[src/rtl/clock_route_div_pkg.sv]
// Shared types and constants for the fractional clock-divider configuration path.
package clock_route_div_pkg;

    localparam int unsigned RATIO_W = 8;

    typedef enum logic [1:0] {
        OP_UPDATE  = 2'b00,
        OP_ENABLE  = 2'b01,
        OP_DISABLE = 2'b10,
        OP_RSVD    = 2'b11
    } req_op_e;

    typedef enum logic [1:0] {
        ST_OK      = 2'b00,
        ST_BAD_CFG = 2'b01,
        ST_TIMEOUT = 2'b10,
        ST_BAD_OP  = 2'b11
    } rsp_status_e;

    typedef enum logic [2:0] {
        S_IDLE,
        S_UPD_SETUP,
        S_UPD_RAISE,
        S_UPD_LOWER,
        S_EN_WAIT,
        S_RESP
    } state_e;

    // A ratio is unusable if the integer part is zero or the fraction is not proper.
    function automatic logic cfg_is_bad(input logic [RATIO_W-1:0] mfi_v,
                                        input logic [RATIO_W-1:0] mfn_v,
                                        input logic [RATIO_W-1:0] mfd_v);
        return (mfi_v == '0)
            || ((mfd_v == '0) && (mfn_v != '0))
            || ((mfd_v != '0) && (mfn_v >= mfd_v));
    endfunction

endpackage

[src/rtl/clock_logic_cross_sync_0.sv]
// Two-flop synchronizer for a single asynchronous level.
module clock_logic_cross_sync_0 (
    input  logic clock,
    input  logic async_resetn,
    input  logic d,
    output logic q
);

    logic meta;

    always_ff @(posedge clock or negedge async_resetn) begin
        if (!async_resetn) begin
            meta <= 1'b0;
            q    <= 1'b0;
        end else begin
            meta <= d;
            q    <= meta;
        end
    end

endmodule

[src/rtl/clock_route_div_cfg_requester.sv]
// Config-domain initiator: drives ratio/update/enable levels to the divider
// and completes a four-phase handshake per command, returning one status pulse.
module clock_route_div_cfg_requester
    import clock_route_div_pkg::*;
#(
    parameter int unsigned TIMEOUT_CYCLES = 1024,
    parameter int unsigned CNT_W          = 16
) (
    input  logic               clock,
    input  logic               async_resetn,
    input  logic               req_valid,
    output logic               req_ready,
    input  logic [1:0]         req_op,
    input  logic [RATIO_W-1:0] req_mfi,
    input  logic [RATIO_W-1:0] req_mfn,
    input  logic [RATIO_W-1:0] req_mfd,
    output logic               rsp_valid,
    output logic [1:0]         rsp_status,
    output logic               busy,
    output logic               async_enable,
    input  logic               async_enable_ack,
    output logic               async_update,
    input  logic               async_update_ack,
    output logic [RATIO_W-1:0] mfi,
    output logic [RATIO_W-1:0] mfn,
    output logic [RATIO_W-1:0] mfd
);

    state_e             state_q, state_d;
    logic [CNT_W-1:0]   cnt_q, cnt_d;
    logic               en_q, en_d;
    logic               upd_q, upd_d;
    logic               rsp_valid_q;
    rsp_status_e        status_q, status_d;
    logic [RATIO_W-1:0] mfi_q, mfi_d, mfn_q, mfn_d, mfd_q, mfd_d;
    logic               en_ack_s, upd_ack_s;
    logic               timed_out;

    clock_logic_cross_sync_0 u_sync_en_ack (
        .clock        (clock),
        .async_resetn (async_resetn),
        .d            (async_enable_ack),
        .q            (en_ack_s)
    );

    clock_logic_cross_sync_0 u_sync_upd_ack (
        .clock        (clock),
        .async_resetn (async_resetn),
        .d            (async_update_ack),
        .q            (upd_ack_s)
    );

    assign timed_out = (cnt_q == CNT_W'(TIMEOUT_CYCLES - 1));

    always_comb begin
        state_d  = state_q;
        cnt_d    = cnt_q;
        en_d     = en_q;
        upd_d    = upd_q;
        status_d = status_q;
        mfi_d    = mfi_q;
        mfn_d    = mfn_q;
        mfd_d    = mfd_q;
        case (state_q)
            S_IDLE: begin
                if (req_valid && req_ready) begin
                    case (req_op)
                        OP_UPDATE: begin
                            if (cfg_is_bad(req_mfi, req_mfn, req_mfd)) begin
                                status_d = ST_BAD_CFG;
                                state_d  = S_RESP;
                            end else begin
                                mfi_d   = req_mfi;
                                mfn_d   = req_mfn;
                                mfd_d   = req_mfd;
                                state_d = S_UPD_SETUP;
                            end
                        end
                        OP_ENABLE, OP_DISABLE: begin
                            en_d    = (req_op == OP_ENABLE);
                            cnt_d   = '0;
                            state_d = S_EN_WAIT;
                        end
                        default: begin
                            status_d = ST_BAD_OP;
                            state_d  = S_RESP;
                        end
                    endcase
                end
            end
            S_UPD_SETUP: begin
                upd_d   = 1'b1;
                cnt_d   = '0;
                state_d = S_UPD_RAISE;
            end
            S_UPD_RAISE: begin
                if (upd_ack_s) begin
                    upd_d   = 1'b0;
                    cnt_d   = '0;
                    state_d = S_UPD_LOWER;
                end else if (timed_out) begin
                    upd_d    = 1'b0;
                    status_d = ST_TIMEOUT;
                    state_d  = S_RESP;
                end else begin
                    cnt_d = cnt_q + 1'b1;
                end
            end
            S_UPD_LOWER: begin
                if (!upd_ack_s) begin
                    status_d = ST_OK;
                    state_d  = S_RESP;
                end else if (timed_out) begin
                    status_d = ST_TIMEOUT;
                    state_d  = S_RESP;
                end else begin
                    cnt_d = cnt_q + 1'b1;
                end
            end
            S_EN_WAIT: begin
                if (en_ack_s == en_q) begin
                    status_d = ST_OK;
                    state_d  = S_RESP;
                end else if (timed_out) begin
                    status_d = ST_TIMEOUT;
                    state_d  = S_RESP;
                end else begin
                    cnt_d = cnt_q + 1'b1;
                end
            end
            S_RESP:  state_d = S_IDLE;
            default: state_d = S_IDLE;
        endcase
    end

    // rsp_valid is registered alongside the RESP state so it lasts exactly that cycle.
    always_ff @(posedge clock or negedge async_resetn) begin
        if (!async_resetn) begin
            state_q     <= S_IDLE;
            cnt_q       <= '0;
            en_q        <= 1'b0;
            upd_q       <= 1'b0;
            rsp_valid_q <= 1'b0;
            status_q    <= ST_OK;
            mfi_q       <= '0;
            mfn_q       <= '0;
            mfd_q       <= '0;
        end else begin
            state_q     <= state_d;
            cnt_q       <= cnt_d;
            en_q        <= en_d;
            upd_q       <= upd_d;
            rsp_valid_q <= (state_d == S_RESP);
            status_q    <= status_d;
            mfi_q       <= mfi_d;
            mfn_q       <= mfn_d;
            mfd_q       <= mfd_d;
        end
    end

    assign req_ready    = (state_q == S_IDLE) && !upd_ack_s;
    assign busy         = (state_q != S_IDLE);
    assign rsp_valid    = rsp_valid_q;
    assign rsp_status   = status_q;
    assign async_enable = en_q;
    assign async_update = upd_q;
    assign mfi          = mfi_q;
    assign mfn          = mfn_q;
    assign mfd          = mfd_q;

endmodule

[config.mk]
export PLATFORM = sky130hd
export DESIGN_NAME = clock_route_div_cfg_requester
export DESIGN_NICKNAME = d
export VERILOG_FILES = /design/src/rtl/clock_route_div_pkg.sv /design/src/rtl/clock_logic_cross_sync_0.sv /design/src/rtl/clock_route_div_cfg_requester.sv
export SDC_FILE = /design/constraint.sdc
export NUM_CORES = 1
export LEC_CHECK = 0
export ABC_AREA = 1
export ABC_CLOCK_PERIOD_IN_PS = 2080
export CORE_ASPECT_RATIO = 0.7
export CORE_UTILIZATION = 51
export DETAILED_ROUTE_END_ITERATION = 8
export PLACE_DENSITY = 0.8
export SLEW_MARGIN = 20
export SYNTH_ARGS = -nofsm -noshare
export SYNTH_HDL_FRONTEND = slang
export SYNTH_SLANG_ARGS = --single-unit
[constraint.sdc]
create_clock -name clock -period 2.08 [get_ports clock]
set_clock_uncertainty 0.15 [all_clocks]
set_input_delay 0.416 -clock clock [delete_from_list [all_inputs] [get_ports clock]]
set_output_delay 0.416 -clock clock [all_outputs]
set_load 0.02 [all_outputs]
* Word-level counts from Yosys, hierarchy flattened
Cells that the tools add are included.
** Operators by class
- Mux-type cells :: 26
- Add/subtract/negate cells :: 1
- Eq/ne operators :: 17
- Bitwise logic cells :: 1
- Order comparisons :: 1
- Reduce and logical (&&, ||, !) cells :: 23
** Operators by type and width (number)
- 16-bit two-way mux :: 6
- 16-bit one-hot mux with 5 select lines :: 1
- 3-bit two-way mux :: 6
- 16-bit by 1-bit adder with 16-bit output, second input constant :: 1
- 16-bit by 10-bit equality test with 1-bit output, second input constant :: 1
- 8-bit logical NOT :: 2
- 8-bit nonzero test :: 2
- 3-bit one-hot mux with 5 select lines :: 1
- 2-bit two-way mux :: 6
- 5-bit AND reduction :: 2
- 8-bit greater-or-equal comparator :: 1
- 2-bit inequality test, second input constant :: 4
- 2-bit one-hot mux with 4 select lines :: 1
- 3-bit by 2-bit equality test with 1-bit output, second input constant :: 2
- 3-bit equality test, second input constant :: 2
- 3-bit one-hot mux with 2 select lines :: 1
- 5-bit nonzero test :: 1
- 1-bit logical AND :: 4
- 2-bit by 1-bit inequality test with 1-bit output, second input constant :: 2
- 2-bit one-hot mux with 2 select lines :: 1
- 4-bit AND reduction :: 1
- 4-bit nonzero test :: 1
- 3-bit by 1-bit equality test with 1-bit output, second input constant :: 1
- 3-bit logical NOT :: 1
- 16 further kinds :: 18
** Word-level totals
- Input bits :: 31
- Logic and storage cells :: 82
- Output and inout bits :: 31
- Flip-flop bits (word level) :: 52

* Depth between registers and ports, before layout
Gate-level depths: netlist of run 1.
- Depth after elaboration :: 9
- Depth in mapped cells :: 15
- Mapped depth without buffers :: 15

* Hierarchy
From an unflattened synthesis of run 1, not the netlist that was laid out.
** Second synthesis, totals
- Cells, all modules :: 396
- Area total of the unflattened synthesis :: 2960.3 um^2
** Modules (own cells, without submodules)
- clock_route_div_cfg_requester :: sequential area each 1201.2 um^2, cells an instance 392, instances 1, area an instance 2860.2 um^2
- clock_logic_cross_sync_0 :: sequential area each 50.0 um^2, cells an instance 2, instances 2, area an instance 50.0 um^2

* Worst setup path before layout of run 1
OpenSTA, ideal clock, no wires.
- Path type :: in2reg
- Start :: input port req_mfd[3]
- End :: register mfi_q[0] (netlist: mfi[0])
- Library setup time :: 0.130 ns
- Buffers on the path :: 2
- Required time :: 1.800 ns
- Arrival :: 1.692 ns
- Path slack :: 0.108 ns
- Cell stages on the path :: 14
- Path through :: inv_1 > ha_1 > nand2_1 > nor2_1 > nor2_1 > nand2_1 > nand2_1 > nand2_1 > nand2_1 > nand4_1 > buf_2 > buf_2 > nand2_1 > o21ai_1
** Between the ends
- Longest elaborated chain between the ends :: 6
- Elaborated cells between the ends (all ways) :: 9
- Those cells by class :: order compare (1); bitwise (1); reduce/logical (7)
** RTL lines
- start, declared :: RTL line clock_route_div_cfg_requester.sv:16 : input logic [RATIO_W-1:0] req_mfd,
- parallel branches: the longest is 3 deep, another holds 8-bit greater-or-equal comparator
- 1-bit logical OR * :: RTL line clock_route_div_pkg.sv:35 : || ((mfd_v != '0) && (mfn_v >= mfd_v));
- 1-bit inverter (no source line) *
- 4-bit AND reduction (no source line) *
- end signal, assigned :: RTL line clock_route_div_cfg_requester.sv:155 : mfi_q <= mfi_d;
- end, declared :: RTL line clock_route_div_cfg_requester.sv:35 : logic [RATIO_W-1:0] mfi_q, mfi_d, mfn_q, mfn_d, mfd_q, mfd_d;
Every way passes the cells marked *.
A chain may end at the register's enable or synchronous reset.

* Worst setup path in the final report of run 1
- Start :: input port req_mfn[4]
- End :: register mfd_q[6] (netlist: mfd[6])
** Between the ends
- Longest elaborated chain between the ends :: 6
- Elaborated cells between the ends (all ways) :: 8
- Those cells by class :: order compare (1); bitwise (1); reduce/logical (6)
** RTL lines
- start, declared :: RTL line clock_route_div_cfg_requester.sv:15 : input logic [RATIO_W-1:0] req_mfn,
- parallel branches: the longest is 3 deep, another holds 8-bit greater-or-equal comparator
- 1-bit logical OR * :: RTL line clock_route_div_pkg.sv:35
- 1-bit inverter (no source line) *
- 4-bit AND reduction (no source line) *
- end signal, assigned :: RTL line clock_route_div_cfg_requester.sv:157 : mfd_q <= mfd_d;
- end, declared :: RTL line clock_route_div_cfg_requester.sv:35
Marked as above.

==> results of run 1 <==
-- cell usage in the layout, fill, tap and decap left out, drive strengths merged --
cell type and instances:
clkdlybuf4s50 43, inv 58, dlygate4sd3 1, xor2 4, o211ai 1, nor3 9
nor2 42, a31oi 2, nand3 18, clkinv 1, nand4 12, clkdlybuf4s15 1
xnor2 4, a21o 1, ha 12, buf 43, o21bai 1, dlygate4sd2 5
nand2 114, o21a 1, dfrtp 52, clkbuf 7, dlymetal6s2s 10, a21oi 16
o21ai 43
-- per-layer routing --
layer  global-route usage (%)  part of all wire (%)  wire, um  vias up
li1                         -                     -         -     1474
met1                     38.9                    46      3570     1366
met2                     41.6                    45      3470      125
met3                     6.21                   8.1       627       14
met4                     6.35                   1.1        82        0
met5                        0                     0         0        -
-- worst max path at each step --
stage                     endpoint  cells after the start  slack, ns        from
final                       mfd[6]                     11       0.05  req_mfn[4]
after global routing        mfd[6]                     11      -0.06  req_mfn[4]
after CTS                   mfi[0]                     12     0.0001  req_mfd[5]
after detailed placement    mfi[0]                     14      -0.39  req_mfn[0]
after global placement      mfi[0]                     14      -0.31  req_mfd[3]
after floorplan             mfi[0]                     14       0.11  req_mfd[3]
-- flip-flops by register name (all words and copies together) (netlist names) --
name                 cells
cnt_q                   16
mfd                      8
mfi                      8
mfn                      8
state_q                  3
rsp_status               2
async_enable             1
async_update             1
rsp_valid                1
u_sync_en_ack.meta       1
u_sync_en_ack.q          1
u_sync_upd_ack.meta      1
u_sync_upd_ack.q         1
-- timing repair --
| item | in CTS | in global routing |
|---|---|---|
| gates cloned | 2 | 0 |
| resized for setup | 22 | 36 |
| hold endpoints to repair | 19 | 0 |
| pin swaps | 0 | 15 |
| hold buffers | 1 | 0 |
| endpoints found under the setup margin | 28 | 42 |
| setup buffers | 2 | 1 |
-- cells by family (layout without fill, tap and decap cells) --
group	count (synthesis)	count (layout)	share of synthesized area [%]
buf+inv	66	169	9.36
flops	52	52	43.4
xor+xnor	8	8	2.34
simple gates	195	195	28.4
fa+ha+maj	12	12	5.01
compound gates	65	65	11.4
-- final cells by class --
cell class / instances / share of cell area, %
multi-input cells: 280 / 37.1
repair buffers: 104 / 22.9
well taps: 72 / 2.13
flip-flops and latches: 52 / 30.8
clock inverters: 1 / 0.118
inverters: 58 / 5.21
clock buffers: 6 / 1.72
-- power by group through the flow --
stage | Combinational, uW | Sequential [uW] | Clock, uW
2_1_floorplan | 1210 | 1920 | 0
3_3_place_gp | 2630 | 1600 | 0
3_5_place_dp | 2690 | 1600 | 0
4_1_cts | 2710 | 1590 | 549
5_1_grt | 3050 | 1630 | 593
6_report | 2790 | 1590 | 546
-- stage by stage --
| step | cells | TNS [ns] | worst slack [ns] |
|---|---|---|---|
| finish | 573 | 0 | 0.0488 |
| global route | 573 | -0.0573 | -0.0573 |
| CTS | 572 | 0 | 0.0000966 |
| detailed placement | 560 | -12.33 | -0.392 |
| global placement | 560 | -10.42 | -0.313 |
| floorplan | 398 | 0 | 0.108 |
==> run_summary.xml, run 1 <==
<?xml version="1.0" encoding="UTF-8"?>
<metrics>
  <group name="cts">
    <metric name="cts-root-buf" unit="">clkbuf_8</metric>
    <metric name="insertion_delay" unit="ns">0.30</metric>
    <metric name="worst_setup_hold_path_clk_slew" unit="ns">0.08</metric>
    <metric name="clock_tree.buffer_depth" unit="">2</metric>
    <metric name="numCtsBuffers" unit="">5</metric>
    <metric name="clock_sinks" unit="">52</metric>
    <metric name="cts_max_level" unit="">2</metric>
    <metric name="tritoncts" unit="">done</metric>
  </group>
  <group name="global_routing">
    <metric name="grt_use_total" unit="%">27.1</metric>
    <metric name="first_global_vias" unit="">2842</metric>
    <metric name="global_route.overflow_total" unit="">0</metric>
    <metric name="grt_max_degree" unit="">34</metric>
    <metric name="grt_antenna_before_repair" unit="">0</metric>
    <metric name="grt_pass1_wl" unit="um">12800</metric>
  </group>
  <group name="final_layout">
    <metric name="area_growth_syn_to_layout" unit="%">41.0</metric>
    <metric name="share_of_post_route_cells_with_drive_strength_above_1" unit="%">18.6</metric>
    <metric name="utilization" unit="%">77.5</metric>
    <metric name="regArea" unit="um2">1300</metric>
    <metric name="final_design_area_no_fill" unit="um2">4220</metric>
    <metric name="design.final.nets" unit="">544</metric>
    <metric name="antennaDiodeCount" unit="">0</metric>
    <metric name="area_occupied_by_multi_input_gates" unit="um2">1570</metric>
    <metric name="number_of_inserted_filler_cells_in_the_final_layout" unit="">366</metric>
  </group>
  <group name="worst_setup_path">
    <metric name="cpPeakStageDelay" unit="ns">0.44</metric>
    <metric name="endpoint_kind" unit="">register</metric>
    <metric name="critPathKind" unit="">in -&gt; reg</metric>
    <metric name="critical_path.startpoint_type" unit="">primary input</metric>
    <metric name="crit_buf_inv" unit="">2</metric>
    <metric name="critical_path.reg2reg.endpoint" unit="">cnt_q[8]</metric>
    <metric name="crit_slowest_cell" unit="">clkdlybuf4s50_1</metric>
    <metric name="endpoint_required_time_on_the_critical_path" unit="ns">2.13</metric>
    <metric name="worst_path_dominant_cell_family" unit="">buffers and inverters</metric>
    <metric name="crit_path_frequent_cell" unit="">nand2_1</metric>
    <metric name="regToRegStartpoint" unit="">state_q[2]</metric>
    <metric name="critPathMaxFanout" unit="">20</metric>
    <metric name="timing.critical_path.arrival" unit="ns">2.08</metric>
    <metric name="r2r_slack" unit="ns">0.16</metric>
    <metric name="worst-r2r-cell-count" unit="">10</metric>
    <metric name="critical_path.cell_chain" unit="">clkdlybuf4s50_1, ha_2, nand2_1, nor2_1, nand2_1, nand2_1, nand2_2, nand4_1, buf_4, nand2_1, o21ai_0</metric>
  </group>
  <group name="drt">
    <metric name="route.detailed.wl_per_inst" unit="um">13.5</metric>
    <metric name="vias_per_cell" unit="">5.20</metric>
    <metric name="drtPass1Iterations" unit="">5</metric>
    <metric name="vias" unit="">2979</metric>
    <metric name="initial_detailed_routing_violation_count" unit="">231</metric>
    <metric name="total_routed_length" unit="um">7750</metric>
    <metric name="route.detailed.drc" unit="">0</metric>
    <metric name="postRouteAntennaNets" unit="">0</metric>
  </group>
  <group name="power">
    <metric name="powerDensity" unit="nW/um2">1170</metric>
    <metric name="peakVddDrop" unit="mV">0.690</metric>
    <metric name="power_switching_share" unit="%">44.0</metric>
    <metric name="power_switching" unit="uW">2160</metric>
    <metric name="combinationalPowerShare" unit="%">56.6</metric>
    <metric name="p_leak" unit="uW">0.00216</metric>
    <metric name="power_frac_seq" unit="%">32.3</metric>
    <metric name="power.share.clock" unit="%">11.1</metric>
    <metric name="cellInternalPower" unit="uW">2760</metric>
    <metric name="total_power" unit="uW">4920</metric>
  </group>
  <group name="min_path">
    <metric name="min_path_cells" unit="">0</metric>
    <metric name="worstHoldStart" unit="">u_sync_upd_ack.meta</metric>
    <metric name="hold_class" unit="">reg -&gt; reg</metric>
    <metric name="min_to" unit="">u_sync_upd_ack.q</metric>
  </group>
  <group name="place">
    <metric name="gp_congestion" unit="">0.917</metric>
    <metric name="dpl_cell_area" unit="um2">3920</metric>
    <metric name="hpwl" unit="um">5630</metric>
    <metric name="buffer_ports.inserted" unit="">61</metric>
  </group>
  <group name="die">
    <metric name="floorplan.rows" unit="">22</metric>
    <metric name="floorplan.die.height" unit="um">66.1</metric>
    <metric name="floorplan.die.width" unit="um">93.6</metric>
    <metric name="initial_core_utilization" unit="%">55.0</metric>
    <metric name="dieArea" unit="um2">6190</metric>
    <metric name="ios" unit="">62</metric>
    <metric name="placeableCoreArea" unit="um2">5450</metric>
  </group>
  <group name="yosys">
    <metric name="post_synthesis_instance_total" unit="">398</metric>
    <metric name="synthDistinctLibCells" unit="">29</metric>
    <metric name="yosys_warnings" unit="">0</metric>
    <metric name="syn-cell-area" unit="um2">3000</metric>
    <metric name="synth_top_flop_cell" unit="">dfrtp_1</metric>
    <metric name="netlist_top_cells_count" unit="">111 x nand2_1, 57 x inv_1, 52 x dfrtp_1, 37 x nor2_1, 22 x o21ai_0</metric>
    <metric name="synth_enable_flop_cells" unit="">0</metric>
    <metric name="synthTopCellsByArea" unit="">dfrtp_1 43%, nand2_1 14%, inv_1 7.1%</metric>
    <metric name="yosysMostFrequentCell" unit="">nand2_1</metric>
    <metric name="synth.ff_latch_count" unit="">52</metric>
    <metric name="post_synth.cell_area_avg" unit="um2">7.53</metric>
    <metric name="yosysTopAreaCell" unit="">dfrtp_1</metric>
    <metric name="post-synth-top-area-fraction" unit="%">43.4</metric>
    <metric name="async_reset_ff_share" unit="%">100</metric>
    <metric name="ys_seq_area_share" unit="%">43.4</metric>
    <metric name="synthesis.nets" unit="">441</metric>
  </group>
  <group name="sta">
    <metric name="hold_viol_final" unit="">0</metric>
    <metric name="clock.fmax" unit="MHz">492</metric>
    <metric name="final-max-slew-violation-count" unit="">0</metric>
    <metric name="finalSetupViolCount" unit="">0</metric>
    <metric name="fin_hold_ws" unit="ns">0.204</metric>
    <metric name="final.period_utilization" unit="%">97.7</metric>
    <metric name="slew_headroom" unit="%">70.0</metric>
    <metric name="tightest_slew" unit="ns">0.451</metric>
    <metric name="post-route-min-period" unit="ns">2.03</metric>
  </group>
  <group name="flow_run">
    <metric name="maxCapViolations" unit="">0</metric>
  </group>
  <group name="run_status">
    <metric name="status" unit="">completed</metric>
  </group>
</metrics>
(Power assumes the default switching activity.)
==> run 2: changes to the inputs <==
Settings changed: CAP_MARGIN from default to 20, SKIP_LAST_GASP from default to 1.
==> run 2 against run 1 <==
Compared with the run above: combinational power about the same; clock power decreased by 0.7%; core utilization decreased by 0.092 points; worst setup slack better by 0.0033 ns; power barely moved; fmax grew 0.16%; first-iteration DRC count rose by 18%; critical path depth is the same; final cell count did not move; largest power group unchanged; sequential power is essentially flat; design area is 0.12% lower; via count decreased by 0.20%.
==> run_summary.xml, run 2 (synthesized netlist as in run 1, its figures left out) <==
<?xml version="1.0" encoding="UTF-8"?>
<metrics>
  <group name="worst_setup_path">
    <metric name="endpoint_kind" unit="">register</metric>
    <metric name="timing.critical_path.arrival" unit="ns">2.08</metric>
    <metric name="critical_path.startpoint_type" unit="">primary input</metric>
    <metric name="endpoint_required_time_on_the_critical_path" unit="ns">2.13</metric>
    <metric name="cpPeakStageDelay" unit="ns">0.44</metric>
    <metric name="crit_buf_inv" unit="">2</metric>
    <metric name="crit_path_frequent_cell" unit="">nand2_1</metric>
    <metric name="critPathKind" unit="">in -&gt; reg</metric>
    <metric name="critical_path.cell_chain" unit="">clkdlybuf4s50_1, ha_2, nand2_1, nor2_1, nand2_1, nand2_1, nand2_2, nand4_1, buf_4, nand2_1, o21ai_0</metric>
    <metric name="crit_slowest_cell" unit="">clkdlybuf4s50_1</metric>
    <metric name="critPathMaxFanout" unit="">20</metric>
    <metric name="worst_path_dominant_cell_family" unit="">buffers and inverters</metric>
  </group>
  <group name="drt">
    <metric name="postRouteAntennaNets" unit="">0</metric>
    <metric name="route.detailed.wl_per_inst" unit="um">13.5</metric>
    <metric name="drtPass1Iterations" unit="">5</metric>
    <metric name="initial_detailed_routing_violation_count" unit="">272</metric>
    <metric name="vias_per_cell" unit="">5.19</metric>
    <metric name="total_routed_length" unit="um">7740</metric>
    <metric name="vias" unit="">2973</metric>
    <metric name="route.detailed.drc" unit="">0</metric>
  </group>
  <group name="sta">
    <metric name="slew_headroom" unit="%">70.0</metric>
    <metric name="grt_setup_unrepaired" unit="">true</metric>
    <metric name="final-max-slew-violation-count" unit="">0</metric>
    <metric name="finalSetupViolCount" unit="">0</metric>
    <metric name="final_worst_slack" unit="ns">0.0521</metric>
    <metric name="hold_viol_final" unit="">0</metric>
    <metric name="post-route-min-period" unit="ns">2.03</metric>
    <metric name="final.period_utilization" unit="%">97.5</metric>
    <metric name="tightest_slew" unit="ns">0.450</metric>
    <metric name="clock.fmax" unit="MHz">493</metric>
  </group>
  <group name="cts">
    <metric name="clock_sinks" unit="">52</metric>
    <metric name="worst_setup_hold_path_clk_slew" unit="ns">0.08</metric>
    <metric name="numCtsBuffers" unit="">5</metric>
    <metric name="cts-root-buf" unit="">clkbuf_8</metric>
    <metric name="cts_max_level" unit="">2</metric>
    <metric name="clock_tree.buffer_depth" unit="">2</metric>
    <metric name="tritoncts" unit="">done</metric>
    <metric name="insertion_delay" unit="ns">0.30</metric>
  </group>
  <group name="power">
    <metric name="p_leak" unit="uW">0.00216</metric>
    <metric name="peakVddDrop" unit="mV">0.685</metric>
    <metric name="powerDensity" unit="nW/um2">1170</metric>
    <metric name="total_power" unit="uW">4920</metric>
  </group>
  <group name="die">
    <metric name="floorplan.die.height" unit="um">66.1</metric>
    <metric name="initial_core_utilization" unit="%">55.0</metric>
    <metric name="floorplan.die.width" unit="um">93.6</metric>
    <metric name="placeableCoreArea" unit="um2">5450</metric>
    <metric name="ios" unit="">62</metric>
    <metric name="dieArea" unit="um2">6190</metric>
    <metric name="floorplan.rows" unit="">22</metric>
  </group>
  <group name="global_routing">
    <metric name="grt_antenna_before_repair" unit="">0</metric>
    <metric name="global_route.overflow_total" unit="">0</metric>
    <metric name="grt_pass1_wl" unit="um">12800</metric>
    <metric name="grt_use_total" unit="%">27.1</metric>
    <metric name="grt_max_degree" unit="">34</metric>
    <metric name="first_global_vias" unit="">2841</metric>
  </group>
  <group name="min_path">
    <metric name="hold_class" unit="">reg -&gt; reg</metric>
  </group>
  <group name="final_layout">
    <metric name="final_common_cell" unit="">nand2_1</metric>
    <metric name="final_design_area_no_fill" unit="um2">4220</metric>
    <metric name="top_library_cells_by_usage_in_the_layout_fill_and_taps_aside" unit="">103 x nand2_1, 52 x dfrtp_1, 51 x inv_1, 43 x clkdlybuf4s50_1, 38 x buf_4</metric>
    <metric name="largest_register_ff_count" unit="">16</metric>
    <metric name="antennaDiodeCount" unit="">0</metric>
    <metric name="area_growth_syn_to_layout" unit="%">40.9</metric>
    <metric name="regMostFlops" unit="">cnt_q</metric>
    <metric name="share_of_post_route_cells_with_drive_strength_above_1" unit="%">18.4</metric>
    <metric name="design.final.nets" unit="">544</metric>
  </group>
  <group name="run_status">
    <metric name="status" unit="">completed</metric>
  </group>
  <group name="place">
    <metric name="gp_congestion" unit="">0.917</metric>
    <metric name="hpwl" unit="um">5630</metric>
    <metric name="dpl_cell_area" unit="um2">3920</metric>
    <metric name="post_place_worst_slack" unit="ns">-0.392</metric>
    <metric name="buffer_ports.inserted" unit="">61</metric>
  </group>
  <group name="flow_run">
    <metric name="maxCapViolations" unit="">0</metric>
  </group>
</metrics>
## run 2: worst paths after layout
path,slack (ns),endpoint,cells after the start,start
max in group asynchronous,0.80,mfn[7],3,async_resetn
min,0.20,u_sync_upd_ack.q,0,u_sync_upd_ack.meta
max,0.05,mfd[6],11,req_mfn[4]
min in group asynchronous,0.45,cnt_q[7],2,async_resetn
max reg2reg,0.16,cnt_q[8],9,state_q[2]
min reg2reg,0.20,u_sync_upd_ack.q,0,u_sync_upd_ack.meta
## run 2: timing repair
item	CTS	global route
buffers inserted	2	1
cloned	2	0
hold buffers	1	0
pin swaps	0	10
endpoints found under the hold margin	19	0
endpoints found under the setup margin	28	42
gates resized for setup	21	36
## run 2: routing by layer
metal / track usage (%) / vias up / share of wire, %
li1: - / 1477 / -
met1: 39.0 / 1356 / 47
met2: 41.6 / 127 / 44
met3: 6.21 / 13 / 7.3
met4: 6.35 / 0 / 1.1
met5: 0 / - / 0
## run 2: power breakdown
part / switching, uW / leakage [uW] / total (uW) / internal [uW]
sequential: 237 / 0.000674 / 1590 / 1360
combinational: 1620 / 0.00144 / 2790 / 1170
clock: 312 / 0.0000410 / 542 / 230
total: 2170 / 0.00216 / 4920 / 2760
## run 2: stage by stage
step                util [%]  setup TNS (ns)  std cells  hold slack, ns
floorplan                  -               0        398         -0.0296
global placement        71.9          -10.42        560           0.184
detailed placement      71.9          -12.33        560           0.186
CTS                     75.1       -0.000945        572           0.205
global route            77.4          -0.105        573           0.215
finish                  77.4               0        573           0.204
## run 2: layout make-up
class	instances	area (um2)
clock buffer	6	72.6
multi-input combinational	280	1560
clock inverter	1	5.00
fill	368	1230
inverter	58	220
tap	72	90.1
sequential	52	1300
timing repair buffer	104	967
